<file path="src/rtl/alu_issue_if.sv">
// alu_issue_if: operand-beat input stream and result output stream of the issue controller
interface alu_issue_if #(parameter int WIDTH = 8);
    logic [WIDTH-1:0] in_data;
    logic [1:0]       in_op;
    logic             in_valid;
    logic             in_ready;
    logic [WIDTH-1:0] res_data;
    logic             res_v;
    logic             res_c;
    logic             res_valid;
    logic             res_ready;
    modport master (
        output in_data, in_op, in_valid, res_ready,
        input  in_ready, res_data, res_v, res_c, res_valid
    );
    modport slave (
        input  in_data, in_op, in_valid, res_ready,
        output in_ready, res_data, res_v, res_c, res_valid
    );
endinterface

</file>
<file path="src/rtl/alu_issue_ctrl.sv">
// alu_issue_ctrl: collects A/B operand beats, drives an external ALU, captures and holds its result
module alu_issue_ctrl #(
    parameter int WIDTH = 8
) (
    input  logic             clk,
    input  logic             rst,
    alu_issue_if.slave       bus,
    output logic [WIDTH-1:0] alu_a,
    output logic [WIDTH-1:0] alu_b,
    output logic [1:0]       alu_sel,
    input  logic [WIDTH-1:0] alu_out,
    input  logic             alu_v,
    input  logic             alu_c,
    output logic [7:0]       op_count
);
    typedef enum logic [1:0] {IDLE, GOT_A, EXEC, RESULT} state_t;
    state_t state, state_nx;
    logic load_a, load_b, capture, done;
    assign bus.in_ready = (state == IDLE) || (state == GOT_A);
    // state register
    always_ff @(posedge clk) begin
        if (rst) state <= IDLE;
        else     state <= state_nx;
    end
    // next state and datapath strobes; EXEC always lasts a single cycle
    always_comb begin
        state_nx = state;
        load_a   = 1'b0;
        load_b   = 1'b0;
        capture  = 1'b0;
        done     = 1'b0;
        case (state)
            IDLE: if (bus.in_valid) begin
                load_a   = 1'b1;
                state_nx = GOT_A;
            end
            GOT_A: if (bus.in_valid) begin
                load_b   = 1'b1;
                state_nx = EXEC;
            end
            EXEC: begin
                capture  = 1'b1;
                state_nx = RESULT;
            end
            RESULT: if (bus.res_ready) begin
                done     = 1'b1;
                state_nx = IDLE;
            end
            default: state_nx = IDLE;
        endcase
    end
    // operand, result and counter registers; flags are taken verbatim from the ALU
    always_ff @(posedge clk) begin
        if (rst) begin
            alu_a         <= '0;
            alu_b         <= '0;
            alu_sel       <= 2'b00;
            bus.res_data  <= '0;
            bus.res_v     <= 1'b0;
            bus.res_c     <= 1'b0;
            bus.res_valid <= 1'b0;
            op_count      <= 8'd0;
        end else begin
            if (load_a) alu_a <= bus.in_data;
            if (load_b) begin
                alu_b   <= bus.in_data;
                alu_sel <= bus.in_op;
            end
            if (capture) begin
                bus.res_data  <= alu_out;
                bus.res_v     <= alu_v;
                bus.res_c     <= alu_c;
                bus.res_valid <= 1'b1;
            end else if (done) begin
                bus.res_valid <= 1'b0;
            end
            if (done) op_count <= op_count + 8'd1;
        end
    end
endmodule

</file>
<file path="src/flat_wrapper.sv">
// flat-port wrapper written by rule: the top's interface ports become plain ports
module alu_issue_ctrl_flat 
#(
    parameter int WIDTH = 8
)
  (clk, rst, alu_a, alu_b, alu_sel, alu_out, alu_v, alu_c, op_count, bus_in_data, bus_in_op, bus_in_valid, bus_res_ready, bus_in_ready, bus_res_data, bus_res_v, bus_res_c, bus_res_valid);
  alu_issue_if #(.WIDTH(WIDTH)) bus_i ();
  input  logic clk;
  input  logic rst;
  output logic [WIDTH-1:0] alu_a;
  output logic [WIDTH-1:0] alu_b;
  output logic [1:0] alu_sel;
  input  logic [WIDTH-1:0] alu_out;
  input  logic alu_v;
  input  logic alu_c;
  output logic [7:0] op_count;
  input wire logic [$bits(bus_i.in_data)-1:0] bus_in_data;
  input wire logic [$bits(bus_i.in_op)-1:0] bus_in_op;
  input wire logic [$bits(bus_i.in_valid)-1:0] bus_in_valid;
  input wire logic [$bits(bus_i.res_ready)-1:0] bus_res_ready;
  output wire logic [$bits(bus_i.in_ready)-1:0] bus_in_ready;
  output wire logic [$bits(bus_i.res_data)-1:0] bus_res_data;
  output wire logic [$bits(bus_i.res_v)-1:0] bus_res_v;
  output wire logic [$bits(bus_i.res_c)-1:0] bus_res_c;
  output wire logic [$bits(bus_i.res_valid)-1:0] bus_res_valid;
  assign bus_i.in_data = bus_in_data;
  assign bus_i.in_op = bus_in_op;
  assign bus_i.in_valid = bus_in_valid;
  assign bus_i.res_ready = bus_res_ready;
  assign bus_in_ready = bus_i.in_ready;
  assign bus_res_data = bus_i.res_data;
  assign bus_res_v = bus_i.res_v;
  assign bus_res_c = bus_i.res_c;
  assign bus_res_valid = bus_i.res_valid;
  alu_issue_ctrl #(.WIDTH(WIDTH)) u_core (.clk(clk), .rst(rst), .bus(bus_i), .alu_a(alu_a), .alu_b(alu_b), .alu_sel(alu_sel), .alu_out(alu_out), .alu_v(alu_v), .alu_c(alu_c), .op_count(op_count));
endmodule
</file>
<file path="config.mk">
export PLATFORM = sky130hd
export DESIGN_NAME = alu_issue_ctrl_flat
export DESIGN_NICKNAME = d
export VERILOG_FILES = /design/src/rtl/alu_issue_if.sv /design/src/rtl/alu_issue_ctrl.sv /design/src/flat_wrapper.sv
export SDC_FILE = /design/constraint.sdc
export NUM_CORES = 1
export LEC_CHECK = 0
export CAP_MARGIN = 20
export CORE_MARGIN = 2
export CORE_UTILIZATION = 38
export DETAILED_ROUTE_END_ITERATION = 10
export PLACE_DENSITY = 0.75
export SKIP_CTS_REPAIR_TIMING = 1
export SLEW_MARGIN = 15
export SYNTH_ARGS = -nofsm -noshare
export SYNTH_HDL_FRONTEND = slang
export SYNTH_SLANG_ARGS = --single-unit
</file>
<file path="constraint.sdc">
create_clock -name clk -period 1.4 [get_ports clk]
set_input_delay 0.14 -clock clk [delete_from_list [all_inputs] [get_ports clk]]
set_output_delay 0.14 -clock clk [all_outputs]
set_load 0.03 [all_outputs]
</file>
## After elaboration in Yosys (flattened, before gate mapping)

Index checks and enable logic that the tools add are counted.

| word-level totals | value |
|---|---|
| register bits | 39 |
| input port bits | 24 |
| output and inout port bits | 38 |
| word-level logic and storage cells | 32 |

| cells by class | value |
|---|---|
| add/subtract/negate cells | 1 |
| eq/ne operators | 6 |
| multiplexer cells | 12 |
| reductions and logical operators | 4 |

Operators by type and width:

| kind | number |
|---|---|
| 8-bit by 1-bit adder with 8-bit output (second input constant) | 1 |
| 1-bit two-way mux | 8 |
| 2-bit case mux with 4 select lines | 1 |
| 2-bit two-way mux | 3 |
| 2-bit != test (second input constant) | 3 |
| 2-bit == test (second input constant) | 2 |
| 3-bit AND reduction | 1 |
| 2-bit by 1-bit == test with 1-bit output (second input constant) | 1 |
| 2-bit zero test | 1 |
| 2-bit nonzero test | 1 |
| 1-bit logical OR | 1 |

## Longest topological paths before layout

| depth | value |
|---|---|
| depth after elaboration | 4 |
| depth in mapped cells | 6 |
| depth with buffers taken out | 5 |

## Least setup slack after synthesis

No wires, ideal clock.

| path | value |
|---|---|
| path kind | reg2reg |
| start | reg u_core.op_count[0] |
| end | reg u_core.op_count[6] |
| library setup time | 0.071 ns |
| arrival | 1.392 ns |
| data required time | 1.329 ns |
| slack | -0.063 ns |
| stages on the path, launching flop included | 5 |
| path buffers | 0 |
| clock period less this slack | 1.463 ns |
| path through | dfxtp_1 -> ha_1 -> nand3_1 -> or3_2 -> a21oi_1 |

| between the ends | value |
|---|---|
| longest elaborated chain between the ends | 1 |

RTL lines:

| item | line | source |
|---|---|---|
| start, declared | alu_issue_ctrl.sv:14 | `output logic [7:0] op_count` |
| start signal, assigned | alu_issue_ctrl.sv:77 | `if (done) op_count <= op_count + 8'd1;` |
| 8-bit by 1-bit adder with 8-bit output | alu_issue_ctrl.sv:77 |  |

Every way passes these cells.
A chain may end at the register's enable or synchronous reset.

## Worst setup path after layout

| path | value |
|---|---|
| start | reg u_core.state[0] |
| end | out bus_in_ready |

| between the ends | value |
|---|---|
| longest elaborated chain between the ends | 2 |
| elaborated cells on any way between the ends | 3 |
| classes of those cells | 1 x eq/ne; 2 x reduce/logical |

RTL lines:

| item | line | source |
|---|---|---|
| start, declared | alu_issue_ctrl.sv:17 | `state_t state, state_nx;` |
| start signal, assigned | alu_issue_ctrl.sv:23 | `else state <= state_nx;` |
| 2-bit by 1-bit == test with 1-bit output or 2-bit zero test (tied branches) | alu_issue_ctrl.sv:19 | `assign bus.in_ready = (state == IDLE) \|\| (state == GOT_A);` |
| 1-bit logical OR (*) | alu_issue_ctrl.sv:19 |  |
| end, declared | flat_wrapper.sv:21 | `output wire logic [$bits(bus_i.in_ready)-1:0] bus_in_ready;` |

Every way passes the cells marked *; elsewhere a longest branch is shown, timed or not.

==> impl_metrics.ini <==
[synth]
synth_area_leaders = dfxtp_1, a21oi_1, nand2_1
ys_ff_latch = 39
syn_nets = 203
synthArstFlopShare_pct = 0
synth_xor_area_share_pct = 1.154
yosysMostFrequentCell = dfxtp_1
synthFlopType = dfxtp_1
synth_cell_types = 25
synthAdderAreaFrac_pct = 4.946
synth.top_cell.area_share_pct = 51.44
ys_seq_area_share_pct = 51.44
synth_top_family_by_area = simple AND/OR/NAND/NOR gates
syn_inst = 173
ys_warn_count = 0
synth_top_cell_by_area = dfxtp_1
ys_top_cells_by_count = dfxtp_1, nand2_1, a21oi_1
synth-compound-area-share_pct = 12.28
synthMuxAreaShare_pct = 6.595
post_synth.cell_area_avg_um2 = 8.773
synth_simple_gate_area_share_pct = 20.45
synth-edff-count = 0
syn_area_um2 = 1518

[routing]
routed_wl_um = 4164
dr.first_iter.drc_count = 121
num_vias = 1505
ant_nets = 0
wl_per_cell_um = 13.83
drt_pass1_iterations = 4
drc = 0
via_per_inst = 5.000

[status]
status = finished, violations left
violations = negative setup slack

[finish]
syn_to_final_growth_pct = 70.98
n_antenna_cell = 0
nFillCells = 316
drive_gt1_share_pct = 19.37
final_nets = 282

[setup_path]
critPathKind = flip-flop to output pin
crit_fanout = 3
r2r_slack_ns = -0.08
end_kind = output pin
cp-start-kind = flip-flop
worstPathRequired_ns = 1.26
crit_arrival_ns = 1.39

[power_and_ir_drop]
powerDensity_nw_per_um2 = 1581
p_total_mw = 4.103
ir_drop_mv = 0.9554
intPower_mw = 2.627
leakage_nw = 1.571
p_comb_share_pct = 43.5
pwr-share-seq_pct = 34.0
sw_frac_of_total_pct = 35.98
switchingPower_mw = 1.477
pwr-share-clk_pct = 22.6

[sta]
finalCritPeriodShare_pct = 109.0
finClkSkew_ns = 0.01063
fmax_mhz = 655.4
slew_headroom_pct = 77.08
drv_slew = 0
setup_slack_ns = -0.1259
tightestPinTransition_ns = 0.3433
finalHoldViolations = 0
hold_slack_ns = 0.4026
min_period_ns = 1.526
grt_setup_unrepaired = true
finalSetupViolations = 3
fin_setup_tns_ns = -0.2444

[min_path]
worst_hold_path_type = input port to flip-flop

[place]
place_hpwl_um = 2635
routabilityCongestion = 0.7732
port_buffers = 61

[global_route]
antenna_found_initial = 0
grt_pass1_vias = 1417
grt_use_total_pct = 18.30
grt-ovfl-total = 0
grt_max_degree = 40
grt_pass1_wl_um = 6237

[cts]
cts_num_sinks = 39
cts.htree.levels = 2
clk_latency_ns = 0.29
cts_root_buf = clkbuf_8
clk_pin_slew_ns = 0.08
cts_max_path_buffers = 2
cts_buffers = 5
cts_tree = done

[flow_run]
cap_violations = 0

[floorplan]
dieArea_um2 = 4515
start_util_pct = 40.54
core_area_um2 = 3744
row_count = 22
io_pins = 62
die_w_um = 67.20
die_h_um = 67.20
[metal layers]
metal,part of all wire (%),track usage (%)
met5,0,0
met4,1.7,6.888
met3,9.2,7.333
met2,48,29.83
met1,41,21.64
[layout make-up]
type	instances	area [µm²]	share of cell area (%)
clock buffers	5	68.82	2.652
clock inverters	3	43.79	1.688
inverters	4	15.01	0.5786
multi-input cells	122	757.0	29.17
flip-flops and latches	39	785.8	30.28
well taps	48	60.06	2.314
repair buffers	80	864.6	33.32
[worst paths after layout]
| check | startpoint | to | cells past startpoint |
|---|---|---|---|
| max | u_core.state[0]$_SDFFE_PP0P_ | bus_in_ready | 4 |
| min | bus_in_op[0] | u_core.alu_sel[0]$_SDFFE_PP0P_ | 3 |
| max reg2reg | u_core.state[0]$_SDFFE_PP0P_ | u_core.op_count[5]$_SDFFE_PP0P_ | 6 |
| min reg2reg | u_core.alu_b[4]$_SDFFE_PP0P_ | u_core.alu_b[4]$_SDFFE_PP0P_ | 2 |
[placed cells by master (no fill, tap or decap), types with 2 or more instances in the layout]
cell | Yosys | routed
nand2_2 | 0 | 2
mux2i_1 | 10 | 10
buf_4 | 0 | 15
nand2_1 | 33 | 31
or3_1 | 2 | 2
or3_4 | 0 | 2
a21oi_1 | 27 | 22
nand3_1 | 12 | 11
ha_1 | 6 | 4
dfxtp_2 | 0 | 4
clkbuf_8 | 0 | 5
buf_6 | 0 | 3
dlymetal6s2s_1 | 0 | 37
o21ai_0 | 4 | 3
dfxtp_1 | 39 | 35
nor2_1 | 14 | 14
inv_1 | 4 | 4
clkdlybuf4s50_1 | 0 | 23
a21oi_2 | 0 | 5
[power groups by stage]
stage	Sequential [mW]	Clock [mW]	Combinational, mW
6_report	1.39	0.926	1.78
2_1_floorplan	1.70	0	0.627
3_5_place_dp	1.41	0	1.62
4_1_cts	1.39	0.952	1.63
3_3_place_gp	1.40	0	1.60
5_1_grt	1.41	0.994	1.93
[flip-flops by register name, summed over array words and instances, names as in the netlist]
register and count:
u_core.alu_sel 2, u_core.alu_b 8, u_core.bus.res_c 1, u_core.bus.res_valid 1
u_core.alu_a 8, u_core.state 2, u_core.bus.res_data 8, u_core.op_count 8
u_core.bus.res_v 1
[critical path, cell delays in order, from the launching register on]
cell     delay (ns)
dfxtp_2        0.36
inv_1          0.07
ha_2           0.20
or2_2          0.29
buf_2          0.18
[stage by stage]
stage          worst slack [ns]  util (%)  std cells  instance area (µm²)
2_1_floorplan          0.003582         -        173                 1520
3_3_place_gp            -0.2057     61.00        289                 2283
3_5_place_dp            -0.2434     61.00        289                 2283
4_1_cts                 -0.5941     64.00        297                 2396
5_1_grt                 -0.1792     69.32        301                 2595
6_report                -0.1259     69.32        301                 2595
[kinds of logic after synthesis]
group	count (synthesis)
compound gates	35
flops	39
xor+xnor	2
mux	10
simple gates	69
buf+inv	12
fa+ha+maj	6
Power figures use the tool's default switching activity.
